$ cat src/rtl/div_defs.sv
// Shared definitions for the restoring divider.
// Holds the FSM state encoding and the quotient value returned on a
// divide-by-zero request, sized from the divider's WIDTH parameter.
package div_defs;

  // Widest operand the divider supports; sizes the constant helper below.
  localparam int MAX_WIDTH = 16;

  typedef enum logic [1:0] {
    ST_IDLE = 2'd0,
    ST_RUN  = 2'd1,
    ST_DONE = 2'd2
  } div_state_e;

  // All-ones quotient of width w, right-aligned in a MAX_WIDTH vector.
  // The extra top bit keeps w == MAX_WIDTH from shifting the one out.
  function automatic logic [MAX_WIDTH-1:0] dbz_quotient(input int unsigned w);
    logic [MAX_WIDTH:0] ones_v;
    ones_v = ({{MAX_WIDTH{1'b0}}, 1'b1} << w) - {{MAX_WIDTH{1'b0}}, 1'b1};
    return ones_v[MAX_WIDTH-1:0];
  endfunction

endpackage

$ cat src/rtl/restoring_div_step.sv
// One restoring-division step (purely combinational).
// Shifts the next dividend bit into the partial remainder, trial-subtracts
// the divisor and keeps the difference only when it did not go negative.
// Ports:
//   rem_in   - current partial remainder (always < divisor)
//   bit_in   - next dividend bit, MSB first
//   divisor  - unsigned divisor
//   rem_out  - partial remainder after this step
//   q_bit    - quotient bit produced by this step
module restoring_div_step #(
  parameter int WIDTH = 4
) (
  input  logic [WIDTH-1:0] rem_in,
  input  logic             bit_in,
  input  logic [WIDTH-1:0] divisor,
  output logic [WIDTH-1:0] rem_out,
  output logic             q_bit
);

  logic [WIDTH:0] trial_s;
  logic [WIDTH:0] diff_s;

  // The subtraction is one bit wider than the operands so its MSB is a
  // true borrow. Whichever value is kept is below the divisor, so its top
  // bit is always zero and only the low WIDTH bits are carried forward.
  always_comb begin
    trial_s = {rem_in, bit_in};
    diff_s  = trial_s - {1'b0, divisor};
    if (diff_s[WIDTH] == 1'b0) begin
      q_bit   = 1'b1;
      rem_out = diff_s[WIDTH-1:0];
    end else begin
      q_bit   = 1'b0;
      rem_out = trial_s[WIDTH-1:0];
    end
  end

endmodule

$ cat src/rtl/restoring_divider.sv
// Multi-cycle unsigned restoring divider, one quotient bit per clock.
// Ports:
//   clk, rst_n   - rising-edge clock, asynchronous active-low reset
//   start        - request, only honoured while idle
//   dividend     - unsigned dividend, captured on an accepted start
//   divisor      - unsigned divisor, captured on an accepted start
//   busy         - high while a request is running or completing
//   done         - one-cycle completion pulse
//   quotient     - registered quotient (all ones on divide by zero)
//   remainder    - registered remainder (dividend on divide by zero)
//   div_by_zero  - registered; last accepted divisor was zero
module restoring_divider
  import div_defs::*;
#(
  parameter int WIDTH = 4
) (
  input  logic             clk,
  input  logic             rst_n,
  input  logic             start,
  input  logic [WIDTH-1:0] dividend,
  input  logic [WIDTH-1:0] divisor,
  output logic             busy,
  output logic             done,
  output logic [WIDTH-1:0] quotient,
  output logic [WIDTH-1:0] remainder,
  output logic             div_by_zero
);

  localparam int CW = $clog2(WIDTH + 1);
  localparam logic [MAX_WIDTH-1:0] DBZ_FULL = dbz_quotient(WIDTH);
  localparam logic [WIDTH-1:0]     DBZ_QUOT = DBZ_FULL[WIDTH-1:0];

  div_state_e       state_r;
  div_state_e       state_next_s;
  logic [CW-1:0]    count_r;
  logic [WIDTH-1:0] divisor_r;
  logic [WIDTH-1:0] rem_r;
  logic [WIDTH-1:0] q_r;
  logic [WIDTH-1:0] step_rem_s;
  logic             step_qbit_s;
  logic [WIDTH-1:0] q_next_s;
  logic             last_step_s;
  logic             accept_s;
  logic             zero_div_s;

  restoring_div_step #(
    .WIDTH(WIDTH)
  ) u_step (
    .rem_in (rem_r),
    .bit_in (q_r[WIDTH-1]),
    .divisor(divisor_r),
    .rem_out(step_rem_s),
    .q_bit  (step_qbit_s)
  );

  // Decode helpers shared by the FSM and the datapath.
  always_comb begin
    q_next_s    = {q_r[WIDTH-2:0], step_qbit_s};
    last_step_s = (count_r == CW'(1));
    accept_s    = (state_r == ST_IDLE) && start;
    zero_div_s  = (divisor == {WIDTH{1'b0}});
  end

  // Next-state logic.
  always_comb begin
    state_next_s = state_r;
    case (state_r)
      ST_IDLE: begin
        if (accept_s) begin
          if (zero_div_s) begin
            state_next_s = ST_DONE;
          end else begin
            state_next_s = ST_RUN;
          end
        end else begin
          state_next_s = ST_IDLE;
        end
      end
      ST_RUN: begin
        if (last_step_s) begin
          state_next_s = ST_DONE;
        end else begin
          state_next_s = ST_RUN;
        end
      end
      ST_DONE: state_next_s = ST_IDLE;
      default: state_next_s = ST_IDLE;
    endcase
  end

  // State register; busy and done are registered from the next state so
  // they line up exactly with the state they describe.
  always_ff @(posedge clk or negedge rst_n) begin
    if (!rst_n) begin
      state_r <= ST_IDLE;
      busy    <= 1'b0;
      done    <= 1'b0;
    end else begin
      state_r <= state_next_s;
      busy    <= (state_next_s != ST_IDLE);
      done    <= (state_next_s == ST_DONE);
    end
  end

  // Iteration datapath and result registers. Results only move on a
  // zero-divisor accept or on the final RUN step, so they hold during RUN.
  always_ff @(posedge clk or negedge rst_n) begin
    if (!rst_n) begin
      count_r     <= {CW{1'b0}};
      divisor_r   <= {WIDTH{1'b0}};
      rem_r       <= {WIDTH{1'b0}};
      q_r         <= {WIDTH{1'b0}};
      quotient    <= {WIDTH{1'b0}};
      remainder   <= {WIDTH{1'b0}};
      div_by_zero <= 1'b0;
    end else begin
      case (state_r)
        ST_IDLE: begin
          if (accept_s) begin
            if (zero_div_s) begin
              quotient    <= DBZ_QUOT;
              remainder   <= dividend;
              div_by_zero <= 1'b1;
            end else begin
              divisor_r   <= divisor;
              rem_r       <= {WIDTH{1'b0}};
              q_r         <= dividend;
              count_r     <= CW'(WIDTH);
              div_by_zero <= 1'b0;
            end
          end else begin
            count_r <= count_r;
          end
        end
        ST_RUN: begin
          rem_r   <= step_rem_s;
          q_r     <= q_next_s;
          count_r <= count_r - CW'(1);
          if (last_step_s) begin
            quotient  <= q_next_s;
            remainder <= step_rem_s;
          end else begin
            quotient  <= quotient;
          end
        end
        ST_DONE: count_r <= count_r;
        default: count_r <= {CW{1'b0}};
      endcase
    end
  end

endmodule

$ cat config.mk
export PLATFORM = sky130hd
export DESIGN_NAME = restoring_divider
export DESIGN_NICKNAME = d
export VERILOG_FILES = /design/src/rtl/div_defs.sv /design/src/rtl/restoring_div_step.sv /design/src/rtl/restoring_divider.sv
export SDC_FILE = /design/constraint.sdc
export NUM_CORES = 1
export LEC_CHECK = 0
export ABC_AREA = 1
export CORE_MARGIN = 2
export CORE_UTILIZATION = 55
export DETAILED_ROUTE_END_ITERATION = 7
export GPL_TIMING_DRIVEN = 0
export HOLD_SLACK_MARGIN = 0.08
export PLACE_DENSITY_LB_ADDON = 0.08
export SYNTH_ARGS = -nofsm -noshare
export SYNTH_HDL_FRONTEND = slang
export SYNTH_SLANG_ARGS = --single-unit
$ cat constraint.sdc
create_clock -name clk -period 4 [get_ports clk]
set_input_delay 0.8 -clock clk [delete_from_list [all_inputs] [get_ports clk]]
set_output_delay 0.8 -clock clk [all_outputs]
set_load 0.005 [all_outputs]
; Yosys cells after proc, flatten, opt, wreduce, memory -nomap -nowiden
; Cells that the tools add are included.
[word_totals]
elab_cells = 56
out_inout_bits = 11
input_bits = 11
register_bits = 28
[op_classes]
n_reduce_logical = 10
bitwise_logic = 2
n_eq_ne = 8
muxes = 24
n_addsub = 2
[ops]
columns = op, count
row1 = $mux W4, 11
row2 = $pmux W4 S2, 4
row3 = $pmux W3 S3, 1
row4 = $reduce_and A3 Y1, 3
row5 = $ne A2 B2 Y1 const B, 4
row6 = $mux W2, 3
row7 = $mux W3, 2
row8 = $sub A5 B4 Y5, 1
row9 = $eq A2 B2 Y1 const B, 2
row10 = $logic_not A4 Y1, 1
row11 = $pmux W2 S2, 1
row12 = $reduce_and A4 Y1, 1
row13 = $reduce_bool A2 Y1, 2
row14 = $eq A3 B1 Y1 const B, 1
row15 = $sub A3 B1 Y3 const B, 1
row16 = $eq A2 B1 Y1 const B, 1
row17 = $logic_not A2 Y1, 1
row18 = $mux W1, 2
row19 = $not A1 Y1, 2
row20 = $reduce_and A2 Y1, 1
row21 = $logic_and A1 B1 Y1, 1

; Longest topological paths before layout
; Gate-level depths: netlist of run 1.
[logic_depth]
depth_word = 5
ltp_mapped = 12
depth_no_buf = 12

; By module
; From an unflattened synthesis of run 1, not the netlist that was laid out.
[unflattened]
cells_unflattened = 199
area_unflattened_um2 = 1561.5
[by_module_without_submodules]
columns = mod, area_each_um2, n_inst, seq_area_each_um2, cells_each
row1 = restoring_divider, 1273.7, 1, 700.7, 150
row2 = restoring_div_step, 287.8, 1, 0.0, 49

; Worst setup path before layout of run 1
; Ideal clock, no wire load.
[synth_timing]
kind = input to register
from = input port divisor[1]
to = register divisor_r[0]
setup_ns = 0.125
path_stages = 4
path_slack_ns = 2.318
n_path_buf = 0
t_required_ns = 3.875
arrival_time_ns = 1.557
path_cell_list = nor2_1 nand3_2 nand3_2 mux2_2
[synth_via]
elab_chain_len = 3
[synth_lines]
columns = item, line_no
row1 = from (decl), restoring_divider.sv:21  ; input logic [WIDTH-1:0] divisor,
row2 = $logic_not A4 Y1, restoring_divider.sv:61  ; zero_div_s = (divisor == {WIDTH{1'b0}});
row3 = $not A1 Y1 (no line), --
row4 = $reduce_and A3 Y1 (no line), --
row5 = to (signal assigned), restoring_divider.sv:110  ; divisor_r <= {WIDTH{1'b0}};
row6 = to (signal assigned), restoring_divider.sv:125  ; divisor_r <= divisor;
row7 = to (decl), restoring_divider.sv:36  ; logic [WIDTH-1:0] divisor_r;
; Every way passes these cells.
; A chain may end at the register's enable or synchronous reset.

; Worst setup path in the final report of run 1
[layout_timing]
from = register quotient[3]
to = output port quotient[3]
[layout_lines]
columns = item, line_no
row1 = from (decl), restoring_divider.sv:24  ; output logic [WIDTH-1:0] quotient,
row2 = from (signal assigned), restoring_divider.sv:113  ; quotient <= {WIDTH{1'b0}};
row3 = from (signal assigned), restoring_divider.sv:140  ; quotient <= q_next_s;
row4 = from (signal assigned), restoring_divider.sv:143  ; quotient <= quotient;
; No word-level cell between the ends.

==> results.txt, run 1 <==
----------------------------------------------------
[Run status]
  Status ... completed

[Timing]
  Final critical path time including I/O delays and setup ... 2.03 ns
  Hold Violations, Final ... 0
  Max-slew violation total from the final report ... 0
  Setup repair after global routing missed its margin ... no
  Total negative slack ... 0 ns
  Finish-stage setup viols ... 0
  Slew at the pin closest to its max-slew limit ... 0.614 ns
  Max_slew headroom ... 59.1%
  Final setup margin ... 1.97 ns
  Max Fclk ... 493 MHz
  Worst Clk Skew ... 0.00727 ns
  Final clock period utilization by the worst path ... 50.8%

[Placement]
  HPWL Detailed ... 2.32 mm
  Count of port buffers added during placement ... 21
  Gpl congestion ... 0.843
  Dpl ws ... 1.68 ns

[Layout]
  Area of all sequential standard cells ... 701 um^2
  Number of inserted diodes ... 0
  Share of layout cells above drive strength 1 ... 9.60%
  Total area of multi-input combinational cells ... 652 um^2
  Layout Nets ... 217
  Final cell utilization of the core ... 70.9%
  Fill cells ... 201
  P&R area growth vs syn ... 20.0%

[Critical path]
  Capture instance of the worst register-to-register path ... remainder[1]
  Number of stages on the worst setup path ... 1
  Sequence of cells on the critical path ... clkdlybuf4s50_1
  Origin of the critical flop-to-flop path ... q_r[3]
  Number of cells traversed by the worst register-to-register path ... 12
  Crit-path max cell delay ... 0.51 ns
  Data required time at the worst endpoint ... 3.20 ns
  Sort of element at the end of the critical path ... output pin
  Worst-case register-to-register setup slack ... 2.08 ns
  Buffer and inverter count on the worst path ... 1
  Largest fanout of any net on the critical path ... 2
  Type of the worst setup path ... register to output pin
  Crit path launch type ... register
  Crit path max-delay cell type ... sky130_fd_sc_hd__clkdlybuf4s50_1
  Origin of the worst setup path ... quotient[3]
  Largest delay contributor family on the critical path ... buffers and inverters
  End point of the critical path ... quotient[3]
  Worst endpoint data arrival time ... 1.23 ns

[Synth]
  Count of mapped cells out of synthesis ... 173
  Net count of the mapped netlist ... 191
  Post-synthesis average cell area ... 8.53 um^2
  Netlist area before placement ... 0.00148 mm^2
  Number of flops mapped to enable cells by yosys ... 0
  Share of the yosys chip area belonging to registers ... 47.5%
  Count of state elements after synthesis ... 28
  Asr flop ratio synth ... 100%
  Synthesis warning total ... 0
  Distinct cells, synth ... 25
  Synth Flop Type ... sky130_fd_sc_hd__dfrtp_1

[Pwr]
  PD cells ... 827 mW/mm^2
  Worst IR Drop VDD ... 0.000537 V
  Static Leakage ... 0.899 nW
  Overall power after layout ... 1.47 mW

[Die]
  Floorplan die area ... 0.00311 mm^2
  Total core area ... 0.00250 mm^2
  Site row count ... 18
  Starting utilization of the core area ... 59.1%
  Die extent in x ... 55.8 um
  Die Span Y ... 55.8 um
  Number of primary I/O pins ... 22

[GRT]
  Wire length of the first global-routing pass ... 5.61 mm
  Vias in the first global route ... 1269
  Overall Global Routing Usage ... 22.5%
  Pin count of the biggest net entering global routing ... 29
  Total congestion overflow after global routing ... 0
  Number of antenna violations at the first check in global routing ... 0

[Clock tree]
  Cts bufs inserted ... 3
  Count of clock tree sinks ... 28
  Resized Gates After CTS ... 0
  Number of post-CTS setup repair buffers ... 0
  H-tree depth ... 1
  Clock-pin slew on the worst setup and hold paths ... 0.15 ns
  Max Buffers Root-to-Sink ... 2
  Clock Latency Late Sink ... 0.33 ns
  Buffer cell driving the clock tree root ... sky130_fd_sc_hd__clkbuf_4
  TritonCTS clock tree ... built
  CTS Hold Buffers Added ... 0

[Drt]
  Number of search-and-repair iterations in the first detailed-routing pass ... 5
  Detailed-route DRC error count ... 0
  Final wirelength ... 3.10 mm
  Routed wirelength normalized by instance count ... 13.6 um
  Detailed-route via count ... 1236
  ANT nets after route ... 0
  Drt via density ... 5.42
  DRT iter0 DRCs ... 45

[Worst hold path]
  Worst min path class ... input port to async pin

[Run]
  Max_cap viols ... 0

----------------------------------------------------
## flip-flops by register name, indices dropped and copies added (netlist names)
| register | count |
|---|---|
| busy | 1 |
| count_r | 3 |
| div_by_zero | 1 |
| divisor_r | 4 |
| done | 1 |
| q_r | 4 |
| quotient | 4 |
| rem_r | 4 |
| remainder | 4 |
| state_r | 2 |
## synthesized netlist by cell type, drive strengths merged, types with 2 or more instances
library cell	number	area, um^2
nand3	27	145
nor2	16	70.1
o22ai	3	32.5
buf	2	18.8
a31oi	2	12.5
a22oi	2	15.0
dfrtp	28	701
nand2	35	149
o21ai	10	50.0
inv	28	105
a21oi	6	30.0
or2	4	25.0
ha	6	75.1
## per-stage QoR
step / hold WS (ns) / instance area, um^2 / cells
5_1_grt: 0.501 / 1770 / 228
3_5_place_dp: 0.473 / 1720 / 224
4_1_cts: 0.509 / 1780 / 228
3_3_place_gp: 0.468 / 1720 / 224
6_report: 0.453 / 1770 / 228
2_1_floorplan: 0.453 / 1480 / 173
## routing by layer
metal  share of wire, %  global-route usage, %
met3                3.9                   3.26
met1                 47                   31.1
met4               0.94                   7.82
met2                 48                   36.6
met5                  0                      0
## cell type report
class | instances | share of cell area, %
plain buffers | 2 | 1.06
repair buffers | 21 | 11.6
inverters | 28 | 5.93
well taps | 30 | 2.12
clock inverters | 1 | 1.69
clock buffers | 3 | 1.27
multi-input cells | 115 | 36.8
flip-flops and latches | 28 | 39.5
## cell families (layout without fill, tap and decap cells)
kind of cell               Yosys count  in the layout  synth area share (%)
adders and majority gates            7              7                  6.44
buffers and inverters               30             55                  8.39
AOI/OAI and AO/OA                   24             24                  10.0
and+or+nand+nor                     82             82                  26.4
muxes                                1              1                 0.763
DFF                                 28             28                  47.5
xor gates and xnor gates             1              1                 0.593
## how the worst min path moves through the flow
stage                     cells after the start          from            to  slack (ns)
after floorplan                               2  divisor_r[2]  divisor_r[2]        0.45
after global placement                        2   div_by_zero   div_by_zero        0.47
after detailed placement                      2   div_by_zero   div_by_zero        0.47
after CTS                                     2   div_by_zero   div_by_zero        0.51
after global routing                          1         rst_n  divisor_r[3]        0.50
final                                         1         rst_n  divisor_r[3]        0.45
## report_power, final
group,switching [mW],internal [mW]
combinational,0.459,0.336
clock,0.0845,0.101
sequential,0.0748,0.410
total,0.619,0.847
## layout by cell type (no fill, tap or decap), types with 4 or more instances in the layout
| cell type | instances |
|---|---|
| sky130_fd_sc_hd__dfrtp_1 | 28 |
| sky130_fd_sc_hd__o21ai_0 | 9 |
| sky130_fd_sc_hd__clkdlybuf4s50_1 | 20 |
| sky130_fd_sc_hd__inv_1 | 27 |
| sky130_fd_sc_hd__or2_1 | 4 |
| sky130_fd_sc_hd__nand2_1 | 32 |
| sky130_fd_sc_hd__a21oi_1 | 6 |
| sky130_fd_sc_hd__nor2_1 | 12 |
| sky130_fd_sc_hd__ha_1 | 6 |
| sky130_fd_sc_hd__nor2_2 | 4 |
| sky130_fd_sc_hd__nand3_1 | 25 |
(Power assumes the default switching activity.)
==> inputs of run 2 (changes only) <==
- CORE_UTILIZATION: 55 -> 48
- clock period: 4 -> 1.77 ns (I/O delays scaled with it)
==> results.txt, run 2 (same netlist as run 1, synthesis figures left out) <==
----------------------------------------------------
[Layout]
  Highest-count cells in the layout ignoring fill and taps ... sky130_fd_sc_hd__nand2_1, sky130_fd_sc_hd__dfrtp_1, sky130_fd_sc_hd__inv_1, sky130_fd_sc_hd__clkdlybuf4s50_1, sky130_fd_sc_hd__nand3_2
  Cell area after layout ... 0.00192 mm^2 (+8.1%)
  Final standard cell count with taps included and fillers excluded ... 234 (+2.6%)
  Final cell utilization of the core ... 64.3% (-6.5 points)
  Layout Nets ... 221 (+1.8%)
  Number of inserted diodes ... 0 (unchanged)
  Share of layout cells above drive strength 1 ... 22.9% (+13 points)
  P&R area growth vs syn ... 29.7%
  Fill cells ... 265 (+32%)

[Drt]
  Final wirelength ... 3.32 mm (+7.0%)
  Routed wirelength normalized by instance count ... 14.2 um (+4.3%)
  Detailed-route via count ... 1257 (+1.7%)
  ANT nets after route ... 0 (unchanged)
  Number of search-and-repair iterations in the first detailed-routing pass ... 4 (-1)
  Detailed-route DRC error count ... 0 (unchanged)
  DRT iter0 DRCs ... 73 (+62%)
  Drt via density ... 5.37 (-0.91%)

[Clock tree]
  Buffer cell driving the clock tree root ... sky130_fd_sc_hd__clkbuf_4
  Clock Latency Late Sink ... 0.33 ns (about the same)
  Count of clock tree sinks ... 28 (unchanged)
  TritonCTS clock tree ... built
  H-tree depth ... 1 (unchanged)
  Cts bufs inserted ... 3 (unchanged)
  Clock-pin slew on the worst setup and hold paths ... 0.14 ns (about the same)
  Max Buffers Root-to-Sink ... 2 (unchanged)

[Die]
  Site row count ... 20 (+2)
  Number of primary I/O pins ... 22 (unchanged)
  Die extent in x ... 59.5 um (+6.5%)
  Floorplan die area ... 0.00354 mm^2 (+14%)
  Starting utilization of the core area ... 49.6% (-9.5 points)
  Die Span Y ... 59.5 um (+6.5%)
  Total core area ... 0.00298 mm^2 (+19%)

[Pwr]
  Overall power after layout ... 3.59 mW (+150%)
  Static Leakage ... 0.922 nW (+2.6%)
  Worst IR Drop VDD ... 0.000935 V (+74%)
  PD cells ... 1880 mW/mm^2 (+130%)

[Run]
  Max_cap viols ... 0 (unchanged)

[GRT]
  Total congestion overflow after global routing ... 0 (unchanged)
  Vias in the first global route ... 1212 (-4.5%)
  Number of antenna violations at the first check in global routing ... 0 (unchanged)
  Overall Global Routing Usage ... 19.8% (-2.8 points)
  Wire length of the first global-routing pass ... 5.33 mm (-5.0%)
  Pin count of the biggest net entering global routing ... 29 (unchanged)

[Critical path]
  Most frequent cell on the critical path ... sky130_fd_sc_hd__nand3_2
  Largest delay contributor family on the critical path ... simple AND/OR/NAND/NOR gates
  Crit path launch type ... register
  Crit path max-delay cell type ... sky130_fd_sc_hd__fa_2
  Buffer and inverter count on the worst path ... 3 (+2)
  Worst endpoint data arrival time ... 2.03 ns (+0.80 ns)
  Largest fanout of any net on the critical path ... 5 (+3)
  Data required time at the worst endpoint ... 2.02 ns (-1.18 ns)
  Type of the worst setup path ... register to register
  Sort of element at the end of the critical path ... register
  Crit-path max cell delay ... 0.43 ns (-0.08 ns)
  Sequence of cells on the critical path ... inv_2 > ha_4 > inv_4 > fa_2 > nand2_2 > nand2_2 > nand3_2 > nand2_4 > nand3_2 > nand3_2 > nand2_1 > inv_1

[Run status]
  Violated checks ... setup timing
  Status ... complete, but fails checks

[Placement]
  Total instance count after detailed placement ... 227 (+1.3%)
  Dpl ws ... -0.109 ns (-1.79 ns)
  HPWL Detailed ... 2.33 mm (+0.37%)
  DP Area ... 0.00173 mm^2 (+0.22%)
  Gpl congestion ... 0.921 (+9.3%)
  Count of port buffers added during placement ... 21 (unchanged)

[Timing]
  Hold Violations, Final ... 0 (unchanged)
  Hold Slack ... 0.511 ns (+0.0584 ns)
  Setup repair after global routing missed its margin ... yes
  Final clock period utilization by the worst path ... 100%
  Worst Clk Skew ... 0.00574 ns (-0.00153 ns)
  Max-slew violation total from the final report ... 0 (unchanged)
  Final critical path time including I/O delays and setup ... 1.78 ns
  Final setup margin ... -0.00819 ns (-1.98 ns)
  Max_slew headroom ... 58.2% (-0.89 points)
  Max Fclk ... 562 MHz
  Total negative slack ... -0.0149 ns (-0.0149 ns)
  Slew at the pin closest to its max-slew limit ... 0.627 ns (+0.0134 ns)
  Finish-stage setup viols ... 3 (+3)

[Worst hold path]
  Worst min path class ... register to register

----------------------------------------------------
run 2: changes by cell type in the layout (fill, tap and decap cells not counted), moves of 3 or more:
cell                      change
sky130_fd_sc_hd__buf_4        +3
sky130_fd_sc_hd__nand2_1      -4
sky130_fd_sc_hd__nand3_2     +15
sky130_fd_sc_hd__nand3_1     -17
run 2: final cells by class:
| class | instances | area (um^2) | share of cell area, % |
|---|---|---|---|
| Buffer | 2 | 18.8 | 0.980 |
| Tap cell | 33 | 41.3 | 2.16 |
| Inverter | 28 | 108 | 5.62 |
| Clock buffer | 3 | 22.5 | 1.18 |
| Sequential cell | 28 | 701 | 36.6 |
| Timing Repair Buffer | 25 | 238 | 12.4 |
| Multi-Input combinational cell | 115 | 787 | 41.1 |
run 2: worst paths after layout:
path	endpoint	slack, ns	depth (start not counted)	from
min in group asynchronous	divisor_r[3]	0.56	2	rst_n
max in group asynchronous	quotient[2]	0.81	2	rst_n
max	remainder[3]	-0.008	12	q_r[3]
min	div_by_zero	0.51	2	div_by_zero
min reg2reg	div_by_zero	0.51	2	div_by_zero
max reg2reg	remainder[3]	-0.008	12	q_r[3]
run 2: per-layer routing:
layer  routed length, um  track usage (%)  up-vias
li1                    -                -      619
met1                1510             27.0      599
met2                1620             32.3       34
met3                 129             2.62        5
met4                  52             6.49        0
met5                   0                0        -
run 2: worst register-to-register path, delay by kind of cell, from the launching register on:
| kind | cells | cell delay, ns |
|---|---|---|
| AND/OR/NAND/NOR | 7 | 0.58 |
| buffers and inverters | 3 | 0.15 |
| flip-flops | 1 | 0.42 |
| adder cells (fa/ha/maj) | 2 | 0.56 |
run 2: power breakdown:
| group | internal (mW) | switching (mW) |
|---|---|---|
| sequential | 0.927 | 0.181 |
| combinational | 0.945 | 1.28 |
| clock | 0.0801 | 0.181 |
| total | 1.95 | 1.64 |
run 2: repair_timing:
action                                  in CTS  in global routing
gates resized for setup                      4                 27
hold buffers                                 0                  1
endpoints found under the setup margin       6                  9
hold endpoints to repair                     0                 28
pin swaps                                    0                  6
buffers inserted                             0                  3
gates cloned                                 0                  0
